File: src/rtl/lsu_pkg.sv
// Shared types and defaults for the load/store unit.
package lsu_pkg;

  localparam int MEM_WORDS_DEFAULT  = 4096;
  localparam int WORD_IDX_W_DEFAULT = 12;

  typedef enum logic [1:0] {
    SZ_BYTE = 2'b00,
    SZ_HALF = 2'b01,
    SZ_WORD = 2'b10,
    SZ_BAD  = 2'b11
  } size_e;

  typedef enum logic [2:0] {
    IDLE = 3'd0,
    RD   = 3'd1,
    CAP  = 3'd2,
    WR   = 3'd3,
    RESP = 3'd4
  } state_e;

endpackage

File: src/rtl/lsu_lane_align.sv
// Byte/half lane handling: extracts and extends a lane for loads and
// splices store data into a read word for sub-word stores (little-endian).
module lsu_lane_align
  import lsu_pkg::*;
(
  input  logic [31:0] i_word,
  input  logic [1:0]  i_addr_lo,
  input  logic [1:0]  i_size,
  input  logic        i_signed,
  input  logic [31:0] i_wdata,
  output logic [31:0] o_load_val,
  output logic [31:0] o_merged_word
);

  size_e       w_size;
  logic [7:0]  w_byte;
  logic [15:0] w_half;

  assign w_size = size_e'(i_size);

  // Pick out the addressed byte lane and halfword lane of the memory word
  always_comb begin
    w_byte = i_word[7:0];
    case (i_addr_lo)
      2'd1:    w_byte = i_word[15:8];
      2'd2:    w_byte = i_word[23:16];
      2'd3:    w_byte = i_word[31:24];
      default: w_byte = i_word[7:0];
    endcase
    w_half = i_addr_lo[1] ? i_word[31:16] : i_word[15:0];
  end

  // Right-justify the selected lane and fill the upper bits with sign or zeros
  always_comb begin
    o_load_val = i_word;
    case (w_size)
      SZ_BYTE: o_load_val = {{24{i_signed & w_byte[7]}}, w_byte};
      SZ_HALF: o_load_val = {{16{i_signed & w_half[15]}}, w_half};
      default: o_load_val = i_word;
    endcase
  end

  // Overwrite only the addressed lane, keeping the other bytes as read
  always_comb begin
    o_merged_word = i_word;
    case (w_size)
      SZ_BYTE: begin
        case (i_addr_lo)
          2'd1:    o_merged_word[15:8]  = i_wdata[7:0];
          2'd2:    o_merged_word[23:16] = i_wdata[7:0];
          2'd3:    o_merged_word[31:24] = i_wdata[7:0];
          default: o_merged_word[7:0]   = i_wdata[7:0];
        endcase
      end
      SZ_HALF: begin
        if (i_addr_lo[1]) o_merged_word[31:16] = i_wdata[15:0];
        else              o_merged_word[15:0]  = i_wdata[15:0];
      end
      default: o_merged_word = i_wdata;
    endcase
  end

endmodule

File: src/rtl/load_store_unit.sv
// Load/store unit in front of a word-wide data memory without byte enables.
// Sub-word stores are done as read-modify-write; every request gets exactly
// one response pulse unless reset intervenes.
module load_store_unit
  import lsu_pkg::*;
#(
  parameter int MEM_WORDS  = MEM_WORDS_DEFAULT,
  parameter int WORD_IDX_W = WORD_IDX_W_DEFAULT
) (
  input  logic        CLK,
  input  logic        RST,
  input  logic        req_valid,
  output logic        req_ready,
  input  logic        req_we,
  input  logic [1:0]  req_size,
  input  logic        req_signed,
  input  logic [31:0] req_addr,
  input  logic [31:0] req_wdata,
  output logic        resp_valid,
  output logic [31:0] resp_rdata,
  output logic        resp_err,
  output logic        mem_rd,
  output logic        mem_wr,
  output logic [31:0] mem_addr,
  output logic [31:0] mem_wdata,
  input  logic [31:0] mem_rdata
);

  localparam logic [32:0] ADDR_LIMIT = 33'(MEM_WORDS) << 2;

  state_e                r_state;
  state_e                w_next_state;
  logic                  r_we;
  logic [1:0]            r_size;
  logic                  r_signed;
  logic [WORD_IDX_W+1:0] r_addr;
  logic [31:0]           r_wdata;
  logic [31:0]           r_rdata;
  logic                  r_err;
  logic                  w_req_err;
  logic                  w_accept;
  logic [31:0]           w_word_idx;
  logic [31:0]           w_load_val;
  logic [31:0]           w_merged_word;

  assign w_accept   = (r_state == IDLE) && req_valid;
  assign w_word_idx = {{(32-WORD_IDX_W){1'b0}}, r_addr[WORD_IDX_W+1:2]};

  // Classify the incoming request as illegal before any memory access is made
  always_comb begin
    w_req_err = 1'b0;
    case (size_e'(req_size))
      SZ_HALF: w_req_err = req_addr[0];
      SZ_WORD: w_req_err = (req_addr[1:0] != 2'b00);
      SZ_BAD:  w_req_err = 1'b1;
      default: w_req_err = 1'b0;
    endcase
    if ({1'b0, req_addr} >= ADDR_LIMIT) w_req_err = 1'b1;
  end

  lsu_lane_align u_lane_align (
    .i_word        (mem_rdata),
    .i_addr_lo     (r_addr[1:0]),
    .i_size        (r_size),
    .i_signed      (r_signed),
    .i_wdata       (r_wdata),
    .o_load_val    (w_load_val),
    .o_merged_word (w_merged_word)
  );

  // State register; reset abandons whatever request is in flight
  always_ff @(posedge CLK or posedge RST) begin
    if (RST) r_state <= IDLE;
    else     r_state <= w_next_state;
  end

  // Sequencing of the memory phases and decode of all port strobes from state
  always_comb begin
    w_next_state = r_state;
    req_ready    = 1'b0;
    resp_valid   = 1'b0;
    resp_err     = 1'b0;
    resp_rdata   = 32'd0;
    mem_rd       = 1'b0;
    mem_wr       = 1'b0;
    mem_addr     = 32'd0;
    mem_wdata    = 32'd0;
    case (r_state)
      IDLE: begin
        req_ready = 1'b1;
        if (req_valid) begin
          if (w_req_err)                            w_next_state = RESP;
          else if (!req_we)                         w_next_state = RD;
          else if (size_e'(req_size) == SZ_WORD)    w_next_state = WR;
          else                                      w_next_state = RD;
        end
      end
      RD: begin
        mem_rd       = 1'b1;
        mem_addr     = w_word_idx;
        w_next_state = CAP;
      end
      CAP: begin
        mem_addr     = w_word_idx;
        w_next_state = r_we ? WR : RESP;
      end
      WR: begin
        mem_wr       = 1'b1;
        mem_addr     = w_word_idx;
        mem_wdata    = r_wdata;
        w_next_state = RESP;
      end
      RESP: begin
        resp_valid   = 1'b1;
        resp_err     = r_err;
        resp_rdata   = r_rdata;
        w_next_state = IDLE;
      end
      default: w_next_state = IDLE;
    endcase
  end

  // Capture the request on accept, then fold the read word in during CAP
  always_ff @(posedge CLK or posedge RST) begin
    if (RST) begin
      r_we     <= 1'b0;
      r_size   <= 2'b00;
      r_signed <= 1'b0;
      r_addr   <= '0;
      r_wdata  <= 32'd0;
      r_rdata  <= 32'd0;
      r_err    <= 1'b0;
    end else if (w_accept) begin
      r_we     <= req_we;
      r_size   <= req_size;
      r_signed <= req_signed;
      r_addr   <= req_addr[WORD_IDX_W+1:0];
      r_wdata  <= req_wdata;
      r_rdata  <= 32'd0;
      r_err    <= w_req_err;
    end else if (r_state == CAP) begin
      if (r_we) r_wdata <= w_merged_word;
      else      r_rdata <= w_load_val;
    end
  end

endmodule

File: config.mk
export PLATFORM = sky130hd
export DESIGN_NAME = load_store_unit
export DESIGN_NICKNAME = d
export VERILOG_FILES = /design/src/rtl/lsu_pkg.sv /design/src/rtl/lsu_lane_align.sv /design/src/rtl/load_store_unit.sv
export SDC_FILE = /design/constraint.sdc
export NUM_CORES = 1
export LEC_CHECK = 0
export ABC_AREA = 1
export CAP_MARGIN = 25
export CORE_ASPECT_RATIO = 0.7
export CORE_MARGIN = 4
export CORE_UTILIZATION = 46
export DETAILED_ROUTE_END_ITERATION = 8
export GPL_TIMING_DRIVEN = 0
export PLACE_DENSITY = 0.87
export SLEW_MARGIN = 40
export SYNTH_ARGS = -nofsm -noshare
export SYNTH_HDL_FRONTEND = slang
export SYNTH_SLANG_ARGS = --single-unit
File: constraint.sdc
create_clock -name CLK -period 3.8 [get_ports CLK]
set_clock_uncertainty 0.2 [all_clocks]
set_input_delay 0.76 -clock CLK [delete_from_list [all_inputs] [get_ports CLK]]
set_output_delay 0.76 -clock CLK [all_outputs]
set_load 0.02 [all_outputs]
# Word level (Yosys, flattened, before mapping)
# Cells that the tools add are included.
# word_totals
register_bits,86
inputBits,103
output_inout_bits,101
wordCells,73
# classes
order_cmp,1
eq_ne,15
muxes,32
bitwise,2
n_reduce_logical,13
# ops
operator,n
$mux W32,8
$pmux W32 S2,2
$mux W16,3
$ge A32 B15 Y1 const B,1
$mux W8,4
$pmux W8 S3,1
$mux W12,1
$pmux W3 S4,1
$mux W3,3
$eq A2 B2 Y1 const B,4
$eq A2 B1 Y1 const B,3
$eq A3 B2 Y1 const B,2
$mux W1,6
$ne A3 B3 Y1 const B,2
$reduce_bool A2 Y1,3
$reduce_or A3 Y1,2
$reduce_and A5 Y1,1
$mux W2,2
$reduce_and A4 Y1,1
$eq A3 B1 Y1 const B,1
$eq A3 B3 Y1 const B,1
$logic_not A3 Y1,1
$pmux W1 S3,1
$reduce_and A3 Y1,1
other kinds (7),8

# Longest topological paths before layout
# depth
word_depth,7
depth_mapped,11
mapped_depth_nobuf,9

# Hierarchy
# A second synthesis with hierarchy kept.
# unflattened
cells_unflattened,904
hier_area_um2,6630.1
# by_module_without_submodules
mod,n_inst,cells_each,area_per_inst_um2,seq_area_each_um2
load_store_unit,1,550,4827.1,2152.1
lsu_lane_align,1,354,1803.0,0.0

# Worst setup path after synthesis
# Ideal clock, no wire load.
# synth_path
path_type,register -> output
from,register r_state[2]
to,output port mem_wdata[10]
arrival_ns,1.586
required_time_ns,2.840
setup_slack_ns,1.254
path_stages_with_launch,7
n_path_buf,1
cell_sequence,dfrtp_1 > inv_1 > nand2_1 > nor2_1 > inv_1 > clkbuf_1 > nor2_1
# synth_between
elab_chain_len,2
# synth_rtl
element,line,source
from (decl),load_store_unit.sv:31,state_e r_state;
from (signal assigned),load_store_unit.sv:74,else r_state <= w_next_state;
$eq A3 B2 Y1,load_store_unit.sv:88,case (r_state)
$mux W32,load_store_unit.sv:88,
to (decl),load_store_unit.sv:25,"output logic [31:0] mem_wdata,"
# No other way between the ends.

# Worst setup path in the final report
# layout_path
from,register r_state[2]
to,output port mem_wdata[4]
# Same word-level chain as after synthesis.

==> flow_metrics.py <==
metrics = {
    "run_status": {
        "status": "completed",
    },
    "global_routing": {
        "grt_usage": 0.283,
        "grt_pass1_vias": 6118,
        "antenna_found_initial": 1,
        "overflow": 0,
        "grt_pass1_wl_um": 31900,
        "grt_max_degree": 49,
    },
    "sta": {
        "fmax_mhz": 297,
        "worstMarginPinSlew_ps": 554,
        "period_needed_ps": 3370,
        "finalHoldViolCount": 0,
        "grt_setup_unrepaired": "no",
        "max-slew-margin-rel": 0.631,
        "drv_slew": 0,
        "setup_viol": 0,
        "fin_crit_sh": 0.886,
        "fin_setup_tns_ps": 0,
    },
    "logic_synthesis": {
        "ys_seq_area_frac": 0.374,
        "syn_inst": 877,
        "synth.distinct_cells": 31,
        "syn_area_mm2": 0.00576,
        "synth_seq_cells": 86,
        "ys_warn_count": 0,
        "syn_avg_cell_area_um2": 6.56,
    },
    "clock_tree": {
        "clock-sinks": 86,
        "insertion_delay_ps": 350,
        "cts_tree": "done",
        "cts_made_buffers": 9,
        "root_buffer": "clkbuf_16",
        "post_cts_resized": 0,
        "clk_pin_slew_ps": 70,
        "post_cts_buffers": 0,
        "cts.htree.levels": 3,
        "hold_buffers": 0,
        "clock_path_buffers": 2,
    },
    "min_path": {
        "hold_path_class": "flip-flop to flip-flop",
        "min_delay_path_depth": 2,
        "hold_start": "r_rdata[8]$_DFFE_PP0P_",
        "min_to": "r_rdata[8]$_DFFE_PP0P_",
    },
    "route": {
        "ant_nets": 0,
        "vias_per_cell": 5.14,
        "drc": 0,
        "drtPass1Iterations": 6,
        "wl_per_cell_um": 16.2,
        "drt_first_iter_violations": 641,
        "routed_wl_um": 20300,
        "vias": 6449,
    },
    "critical_path": {
        "crit_fanout": 10,
        "cp.required_ps": 2840,
        "timing.rr.start": "r_size[1]$_DFFE_PP0P_",
        "cp_num_buf_inv": 4,
        "crit_chain": "inv_1 -> nand2_1 -> nor2_1 -> inv_1 -> clkbuf_1 -> nor2_1 -> clkdlybuf4s50_1",
        "crit_slowest_cell": "clkdlybuf4s50_1",
        "crit_path_end_kind": "output pin",
        "cpPeakStageDelay_ps": 630,
        "crit_arrival_ps": 2410,
        "startpoint_type": "flip-flop",
        "r2r_end": "r_wdata[17]$_DFFE_PP0P_",
        "rrSetupSlack_ps": 1800,
        "critPathKind": "flip-flop to output pin",
        "crit_family": "buffers and inverters",
        "reg2reg_depth": 9,
    },
    "flow_run": {
        "maxCapViolCount": 0,
    },
    "die": {
        "die_height_um": 102,
        "die_x_um": 142,
        "io_pins": 204,
        "die_area_mm2": 0.0144,
        "coreArea_mm2": 0.0120,
        "start_util": 0.481,
        "row_count": 33,
    },
    "cells_and_area": {
        "mostFrequentLayoutCell": "nand2_1",
        "finalNetCount": 1194,
        "final_core_util": 0.683,
        "nFillCells": 1036,
        "layout_common_cells": "260 x nand2_1, 183 x clkdlybuf4s50_1, 115 x inv_1, 109 x nor2_1, 86 x dfrtp_1",
        "ff_latch_area_mm2": 0.00215,
        "drive_above_1_share": 0.0922,
        "multiInputGateArea_mm2": 0.00277,
        "area_growth_syn_to_layout_pct": 42.1,
        "fin_cells": 1254,
    },
    "power_and_ir_drop": {
        "max-vdd-ir-drop_uv": 381,
        "report.power.total_mw": 4.86,
        "powerDensity_mw_per_mm2": 594,
        "power_leakage_nw": 3.96,
    },
    "placed_design": {
        "dp_cells": 1237,
        "place_congestion": 0.984,
        "hpwl_um": 16300,
        "port_buffers": 183,
    },
}
worst max-delay path by stage:
stage                           startpoint                      to  cells past startpoint
finish              r_state[2]$_DFFE_PP0P_            mem_wdata[4]                      7
detailed placement  r_state[2]$_DFFE_PP0P_            mem_wdata[7]                      7
floorplan                              RST   r_addr[0]$_DFFE_PP0P_                      1
global placement                       RST  r_rdata[1]$_DFFE_PP0P_                      2
global route        r_state[2]$_DFFE_PP0P_            mem_wdata[8]                      7
CTS                 r_state[2]$_DFFE_PP0P_            mem_wdata[7]                      7
cell type report:
cell class	instances	share of cell area
antenna	1	0.000306
tap	157	0.0240
inverter	127	0.0598
multi-input combinational	619	0.339
clock buffer	9	0.0275
buffer	64	0.0512
timing repair buffer	184	0.227
sequential	86	0.263
clock inverter	7	0.00795
kinds of logic after synthesis:
group / share of synthesized area
buffers and inverters: 0.157
other: 0.000651
AND/OR/NAND/NOR: 0.325
flip-flops: 0.374
AO/OA/AOI/OAI: 0.144
report_power, final:
part | switching, mW | internal, mW
logic | 1.73 | 0.878
registers | 0.154 | 1.22
clock network | 0.417 | 0.459
metal layers:
metal  track usage  vias to the layer above  wire length, um
met5             0                        -                0
met4        0.0715                        0              370
met3        0.0958                       38             2580
met2         0.430                      365             8790
met1         0.391                     2915             8570
li1              -                     3131                -
cell usage after synthesis:
cell type  number  share of area
buf_6           8          0.016
inv_1         116          0.076
o221ai_1        6         0.0091
nor2_4          1         0.0020
buf_4          27          0.035
conb_1          1        0.00065
nand3_2         2         0.0035
nor3_2          1         0.0017
or2_0           1         0.0011
or2_2           5         0.0054
inv_4           3         0.0033
o22ai_1         2         0.0022
o211ai_1       17          0.022
nand2_2         5         0.0054
o21ai_1        18          0.016
a21oi_2         1         0.0015
dfrtp_1        86           0.37
nand2_1       260           0.17
buf_1           3         0.0020
clkbuf_1       12         0.0078
nor3_1          1        0.00087
o21ai_0        62          0.054
a21oi_1        45          0.039
nand3_4         3         0.0091
inv_2           8         0.0052
nand4_1         1         0.0011
nand3_1        54          0.047
buf_2          14          0.012
nor2_1        109          0.071
nand2_4         2         0.0039
nor2_2          3         0.0033
state kept, by name, summed over array words and instances, names as in the netlist:
signal,cells
r_signed,1
r_we,1
r_err,1
r_state,3
r_size,2
r_wdata,32
r_addr,14
r_rdata,32
worst min-delay path, cell delays in order (launching register included):
cell and delay [ps]:
dfrtp_1 340, nand2_1 50, nand2_1 60
stage by stage:
step	hold slack, ps	cell area [um2]	setup slack (ps)
floorplan	249	5830	618
global placement	264	7860	-704
detailed placement	267	7890	801
CTS	285	8180	417
global route	307	8180	249
finish	284	8180	435
No activity file was read; power rests on OpenSTA's default activity.
